<file path="config.mk">
export PLATFORM = sky130hd
export DESIGN_NAME = banked_rr_memory
export DESIGN_NICKNAME = d
export VERILOG_FILES = /design/src/rtl/multibank_pkg.sv /design/src/rtl/rr_arbiter.sv /design/src/rtl/banked_rr_memory.sv
export SDC_FILE = /design/constraint.sdc
export NUM_CORES = 2
export LEC_CHECK = 0
export CAP_MARGIN = 15
export CELL_PAD_IN_SITES_DETAIL_PLACEMENT = 0
export CELL_PAD_IN_SITES_GLOBAL_PLACEMENT = 1
export CORE_ASPECT_RATIO = 1.1
export CORE_MARGIN = 2
export CORE_UTILIZATION = 52
export DETAILED_ROUTE_END_ITERATION = 10
export PLACE_DENSITY_LB_ADDON = 0.1
export SLEW_MARGIN = 20
export SYNTH_ARGS = -nofsm -noshare
export SYNTH_HDL_FRONTEND = slang
export SYNTH_HIERARCHICAL = 1
export SYNTH_SLANG_ARGS = --single-unit
</file>
<file path="constraint.sdc">
create_clock -name clk -period 5.55 [get_ports clk]
set_input_delay 1.11 -clock clk [delete_from_list [all_inputs] [get_ports clk]]
set_output_delay 1.11 -clock clk [all_outputs]
set_load 0.02 [all_outputs]
</file>
<file path="src/rtl/multibank_pkg.sv">
// Shared decode helpers, bank-index type and counter width for the banked RR memory.
package multibank_pkg;

  localparam int unsigned CNT_W      = 16;
  localparam int unsigned BANK_IDX_W = 8;

  typedef logic [BANK_IDX_W-1:0] bank_idx_t;

  // Bank selection: low-order interleave or contiguous blocks of bank_size words.
  function automatic bank_idx_t bank_of(input int unsigned addr, input int unsigned banks,
                                        input int unsigned bank_size, input bit interleave);
    int unsigned b;
    if (interleave) b = addr % banks;
    else            b = addr / bank_size;
    return BANK_IDX_W'(b);
  endfunction

  function automatic int unsigned row_of(input int unsigned addr, input int unsigned banks,
                                         input int unsigned bank_size, input bit interleave);
    int unsigned r;
    if (interleave) r = addr / banks;
    else            r = addr % bank_size;
    return r;
  endfunction

endpackage

</file>
<file path="src/rtl/rr_arbiter.sv">
// Round-robin arbiter: one-hot grant to the first requester at or after the pointer.
module rr_arbiter #(
  parameter int unsigned N = 3
) (
  input  logic         clk,
  input  logic         rst,
  input  logic [N-1:0] req,
  output logic [N-1:0] gnt
);

  localparam int unsigned PTR_W = (N > 1) ? $clog2(N) : 1;

  logic [PTR_W-1:0] ptr;
  logic [PTR_W-1:0] ptr_next;
  logic [PTR_W-1:0] sel;
  logic             found;

  always_comb begin
    gnt      = '0;
    ptr_next = ptr;
    sel      = '0;
    found    = 1'b0;
    for (int unsigned i = 0; i < N; i++) begin
      sel = PTR_W'((32'(ptr) + i) % N);
      if (!found && req[sel]) begin
        gnt[sel] = 1'b1;
        found    = 1'b1;
        ptr_next = PTR_W'((32'(sel) + 1) % N);
      end
    end
  end

  always_ff @(posedge clk or negedge rst) begin
    if (!rst) ptr <= '0;
    else      ptr <= ptr_next;
  end

endmodule

</file>
<file path="src/rtl/banked_rr_memory.sv">
// Banked 1R1W-per-bank RAM with per-bank round-robin read/write arbitration.
// Optional MBM_PERF_CNT_EN adds per-bank refused-request cycle counters.
module banked_rr_memory
  import multibank_pkg::*;
#(
  parameter int unsigned READ_PORTS  = 3,
  parameter int unsigned WRITE_PORTS = 3,
  parameter int unsigned DATA_WIDTH  = 32,
  parameter int unsigned ADDR_WIDTH  = 6,
  parameter int unsigned BANKS       = 4,
  parameter int unsigned INTERLEAVE  = 1
) (
  input  logic                                   clk,
  input  logic                                   rst,
  input  logic [READ_PORTS-1:0][ADDR_WIDTH-1:0]  r_addr,
  input  logic [READ_PORTS-1:0]                  r_avalid,
  output logic [READ_PORTS-1:0]                  r_aready,
  output logic [READ_PORTS-1:0]                  r_dvalid,
  output logic [READ_PORTS-1:0][DATA_WIDTH-1:0]  r_data,
  input  logic [WRITE_PORTS-1:0][ADDR_WIDTH-1:0] w_addr,
  input  logic [WRITE_PORTS-1:0][DATA_WIDTH-1:0] w_data,
  input  logic [WRITE_PORTS-1:0]                 w_valid,
  output logic [WRITE_PORTS-1:0]                 w_ready
`ifdef MBM_PERF_CNT_EN
  ,
  output logic [BANKS-1:0][CNT_W-1:0]            conflict_cnt
`endif
);

  localparam int unsigned DEPTH     = 2 ** ADDR_WIDTH;
  localparam int unsigned BANK_SIZE = (DEPTH + BANKS - 1) / BANKS;
  localparam int unsigned ROW_W     = (BANK_SIZE > 1) ? $clog2(BANK_SIZE) : 1;
  localparam int unsigned TAG_W     = (READ_PORTS > 1) ? $clog2(READ_PORTS) : 1;

  bank_idx_t                              r_bank [READ_PORTS];
  bank_idx_t                              w_bank [WRITE_PORTS];
  logic [READ_PORTS-1:0][ROW_W-1:0]       r_row;
  logic [WRITE_PORTS-1:0][ROW_W-1:0]      w_row;
  logic [BANKS-1:0][READ_PORTS-1:0]       r_req, r_gnt;
  logic [BANKS-1:0][WRITE_PORTS-1:0]      w_req, w_gnt;
  logic [BANKS-1:0][ROW_W-1:0]            rd_row, wr_row;
  logic [BANKS-1:0][TAG_W-1:0]            rd_tag;
  logic [BANKS-1:0][DATA_WIDTH-1:0]       rd_word, wr_data;
  logic [BANKS-1:0]                       rd_en, wr_en;

  // Address decode; requests are masked while reset is held.
  always_comb begin
    for (int unsigned p = 0; p < READ_PORTS; p++) begin
      r_bank[p] = bank_of(32'(r_addr[p]), BANKS, BANK_SIZE, INTERLEAVE != 0);
      r_row[p]  = ROW_W'(row_of(32'(r_addr[p]), BANKS, BANK_SIZE, INTERLEAVE != 0));
    end
    for (int unsigned p = 0; p < WRITE_PORTS; p++) begin
      w_bank[p] = bank_of(32'(w_addr[p]), BANKS, BANK_SIZE, INTERLEAVE != 0);
      w_row[p]  = ROW_W'(row_of(32'(w_addr[p]), BANKS, BANK_SIZE, INTERLEAVE != 0));
    end
    for (int unsigned b = 0; b < BANKS; b++) begin
      for (int unsigned p = 0; p < READ_PORTS; p++)
        r_req[b][p] = rst & r_avalid[p] & (r_bank[p] == BANK_IDX_W'(b));
      for (int unsigned p = 0; p < WRITE_PORTS; p++)
        w_req[b][p] = rst & w_valid[p] & (w_bank[p] == BANK_IDX_W'(b));
    end
  end

  for (genvar b = 0; b < BANKS; b++) begin : g_bank
    logic [DATA_WIDTH-1:0] mem [BANK_SIZE];

    rr_arbiter #(.N(READ_PORTS)) u_rd_arb (
      .clk (clk),
      .rst (rst),
      .req (r_req[b]),
      .gnt (r_gnt[b])
    );

    rr_arbiter #(.N(WRITE_PORTS)) u_wr_arb (
      .clk (clk),
      .rst (rst),
      .req (w_req[b]),
      .gnt (w_gnt[b])
    );

    // Read-first: the combinational read sees the array before this edge's write.
    always_ff @(posedge clk) begin
      if (wr_en[b]) mem[wr_row[b]] <= wr_data[b];
    end

    assign rd_word[b] = mem[rd_row[b]];
  end

  // Per-bank port select plus ready OR-reduction across banks.
  always_comb begin
    r_aready = '0;
    w_ready  = '0;
    for (int unsigned b = 0; b < BANKS; b++) begin
      rd_en[b]   = |r_gnt[b];
      wr_en[b]   = |w_gnt[b];
      rd_row[b]  = '0;
      rd_tag[b]  = '0;
      wr_row[b]  = '0;
      wr_data[b] = '0;
      for (int unsigned p = 0; p < READ_PORTS; p++) begin
        if (r_gnt[b][p]) begin
          rd_row[b] = r_row[p];
          rd_tag[b] = TAG_W'(p);
        end
      end
      for (int unsigned p = 0; p < WRITE_PORTS; p++) begin
        if (w_gnt[b][p]) begin
          wr_row[b]  = w_row[p];
          wr_data[b] = w_data[p];
        end
      end
      r_aready = r_aready | r_gnt[b];
      w_ready  = w_ready  | w_gnt[b];
    end
  end

  // Return path: bank word steered to its requester by the port tag, held until the next hit.
  always_ff @(posedge clk or negedge rst) begin
    if (!rst) begin
      r_dvalid <= '0;
      r_data   <= '0;
    end else begin
      r_dvalid <= r_aready;
      for (int unsigned b = 0; b < BANKS; b++) begin
        if (rd_en[b]) r_data[rd_tag[b]] <= rd_word[b];
      end
    end
  end

`ifdef MBM_PERF_CNT_EN
  logic [BANKS-1:0] refused;

  always_comb begin
    for (int unsigned b = 0; b < BANKS; b++)
      refused[b] = (|(r_req[b] & ~r_gnt[b])) | (|(w_req[b] & ~w_gnt[b]));
  end

  always_ff @(posedge clk or negedge rst) begin
    if (!rst) begin
      conflict_cnt <= '0;
    end else begin
      for (int unsigned b = 0; b < BANKS; b++) begin
        if (refused[b] && (conflict_cnt[b] != {CNT_W{1'b1}}))
          conflict_cnt[b] <= conflict_cnt[b] + CNT_W'(1);
      end
    end
  end
`endif

endmodule

</file>
==> impl_metrics.yaml <==
sta:
  worstMarginPinSlew_ps: 1060
  hold_viol_final: 0
  fmax_ghz: 0.189
  drv_slew: 0
  skew_ps: 37.6
  fin_hold_ws_ps: 360
  fin_crit_sh_pct: 95.4
  min_period_ps: 5300
  rsz0062_at_grt: "false"
  slew_headroom_pct: 28.6
  setup_viol: 0
drt:
  ant_nets: 0
  drt-wirelength-per-cell_um: 31.2
  wl_um: 325000
  vias: 67900
  drc: 0
  dr.first_iter.drc_count: 8608
  drtPass1Iterations: 7
  viasPerCell: 6.53
floorplan:
  fp.dieW_um: 413
  start_util_pct: 52.2
  dieArea_um2: 188000
  die_h_um: 454
  rows: 165
  io_pins: 245
  core_area_um2: 183000
critical_path:
  startpoint_type: "input port"
  reg2reg_slack_ps: 720
  crit_fanout: 12
  worstSetupPathType: "in -> out"
  cp.arrival_ps: 4190
  cp.required_ps: 4440
  end_kind: "output pin"
yosys:
  syn_inst: 7188
  ys_warn_count: 6
  synth_fp_nets: 7368
  ys_types: 78
  synth_compound_area_share_pct: 15.9
  synth-edff-count: 2048
  synth_flop_cell: "edfxtp_1"
  synth_top_family_by_area: "compound AO/OA/AOI/OAI gates"
  synth.mux.area_fraction_pct: 5.94
  syn_area_per_cell_um2: 13.3
  seq_area_frac_synth_pct: 67.2
  syn-cell-area_um2: 95700
  synthXorXnorAreaFrac_pct: 0
  synthArstFlopShare_pct: 5.32
  synth-simple-area-share_pct: 7.48
  synth-adder-area-share_pct: 0.545
  synth_seq_cells: 2163
clocking:
  htree_levels: 4
  cts_sinks: 2163
  cts_buffers: 213
  root_buffer: "clkbuf_16"
  ctsHoldBuffers: 0
  path_clk_slew_ps: 60
  cts_tree: "done"
  cts.path.max_buffers: 3
  clkLatencyLatePin_ps: 880
global_route:
  grt_pass1_vias: 64600
  grt_max_degree: 90
  antenna_found_initial: 10
  grt_first_pass_wirelength_um: 462000
  grtUsageTotal_pct: 34.4
  overflow: 0
min_path:
  min_path_type: "in -> async"
run:
  drv_cap: 0
place:
  place_congestion: 0.970
  hpwlAfterDp_um: 224000
  port_buffers: 244
layout:
  drive_gt1_share_pct: 18.3
  layout_commonest_cell: "edfxtp_1"
  multiInputGateArea_um2: 29500
  fin_nets: 7972
  regArea_um2: 64400
  syn_to_final_growth_pct: 19.5
  mostFrequentLayoutCells: "edfxtp_1, nand2_1, buf_4"
  nFillCells: 13800
power:
  p_sw_share_pct: 40.0
  ir_drop_v: 0.000378
  p_seq_share_pct: 32.0
  p_total_uw: 70000
  switchingPower_uw: 28000
  combPwrFrac_pct: 47.0
  pwr-share-clk_pct: 21.0
  p_leak_uw: 0.0402
  intPower_uw: 42000
  power_per_cell_area_nw_per_um2: 611
run_status:
  status: "finished, final reports clean"
[per-layer routing]
layer  GRT usage (%)  part of all wire, %  vias to the layer above
met5               0                0.013                        -
met4            14.7                  4.8                        6
met3            8.23                   10                      628
met2            52.1                   45                     3739
met1            47.7                   40                    34100
li1                -                    -                    29400
[state kept, by name, summed over array words and instances, names as in the netlist]
signal	count
g_bank.u_rd_arb/ptr	8
g_bank.mem	2048
r_data	96
g_bank.u_wr_arb/ptr	8
r_dvalid	3
[worst max-delay path: stages]
cell,delay (ps)
buf_6,220
buf_12,210
nand2_1,110
nor3b_1,350
buf_4,240
mux2i_1,100
o21ai_1,200
buf_4,180
buf_4,130
a21oi_1,40
a22oi_1,310
or4_1,270
clkdlybuf4s50_1,650
[cell type report]
class,instances,share of cell area [%]
diodes,4,0.00875
clock buffers,275,5.02
clock inverters,128,1.22
multi-input cells,4369,25.8
repair buffers,958,8.75
flip-flops and latches,2163,56.3
inverters,87,0.285
well taps,2421,2.65
[power groups by stage]
stage          sequential, uW  combinational, uW  clock [uW]
5_1_grt                 22400              34600       15400
3_5_place_dp            22600              32100           0
4_1_cts                 22300              32300       14800
2_1_floorplan           22600              16000           0
6_report                22400              32900       14700
3_3_place_gp            22600              31700           0
[per-stage QoR]
step	instances	util (%)	area, um2	setup slack, ps	setup TNS (ps)
finish	10400	62.4	114000	255	0
global route	10400	62.4	114000	115	0
CTS	10400	62.4	114000	114	0
detailed placement	9997	58.5	107000	-321	-3670
global placement	9997	58.5	107000	-371	-5660
floorplan	7188	-	95700	171	0
[Yosys cell counts, types with 13 or more instances]
| master | n | share of area [%] |
|---|---|---|
| and3_1 | 33 | 0.22 |
| nand2_1 | 1051 | 4.1 |
| a21o_1 | 168 | 1.3 |
| dfrtp_1 | 115 | 3.0 |
| o21ai_0 | 288 | 1.5 |
| nor2_1 | 439 | 1.7 |
| nand3b_1 | 23 | 0.18 |
| a311oi_1 | 118 | 1.1 |
| a22o_1 | 32 | 0.29 |
| clkbuf_1 | 402 | 1.6 |
| inv_1 | 84 | 0.33 |
| mux2i_1 | 175 | 1.8 |
| a221o_1 | 102 | 1.1 |
| o211ai_1 | 125 | 0.98 |
| buf_4 | 22 | 0.17 |
| a211oi_1 | 63 | 0.49 |
| a21oi_1 | 448 | 2.3 |
| a22oi_1 | 79 | 0.62 |
| nand3_1 | 33 | 0.17 |
| a31oi_1 | 25 | 0.16 |
| o21ai_1 | 13 | 0.068 |
| o22ai_1 | 176 | 1.2 |
| nand2b_1 | 34 | 0.22 |
| mux2_2 | 157 | 1.8 |
| ha_1 | 40 | 0.52 |
| a31o_2 | 33 | 0.30 |
| o221ai_1 | 149 | 1.4 |
| buf_1 | 56 | 0.22 |
| buf_2 | 76 | 0.40 |
| edfxtp_1 | 2048 | 64 |
| mux4_2 | 90 | 2.1 |
| a221oi_1 | 68 | 0.62 |
| o2111ai_1 | 30 | 0.27 |
| nor3_1 | 79 | 0.41 |
| nor2b_1 | 15 | 0.098 |
| o21a_1 | 24 | 0.19 |
| a32o_1 | 127 | 1.3 |
| a2bb2oi_1 | 17 | 0.16 |
[what timing repair did]
action                     4_1_cts  5_1_grt
setup buffers                    0        1
setup endpoints to repair        0        2
gates resized for setup          0        1
[worst paths after layout]
path                                           start                         to  cells past startpoint
max                                              rst                 w_ready[0]                     13
min                                              rst                 r_data[31]                      2
max reg2reg                g_bank[2].u_rd_arb/ptr[0]                 r_data[66]                     16
min reg2reg                g_bank[1].u_wr_arb/ptr[0]  g_bank[1].u_wr_arb/ptr[0]                      1
max in group asynchronous                        rst                 r_data[35]                      2
min in group clk           g_bank[1].u_wr_arb/ptr[0]  g_bank[1].u_wr_arb/ptr[0]                      1
[kinds of logic (layout without fill, tap and decap cells)]
group           Yosys count  in the layout
buf+inv                 656           1448
fa+ha+maj                42             42
other cells               0              4
flops                  2163           2163
simple gates           1748           1748
compound gates         2148           2148
mux                     431            431
Note: power is estimated with default switching activity, not from simulation.
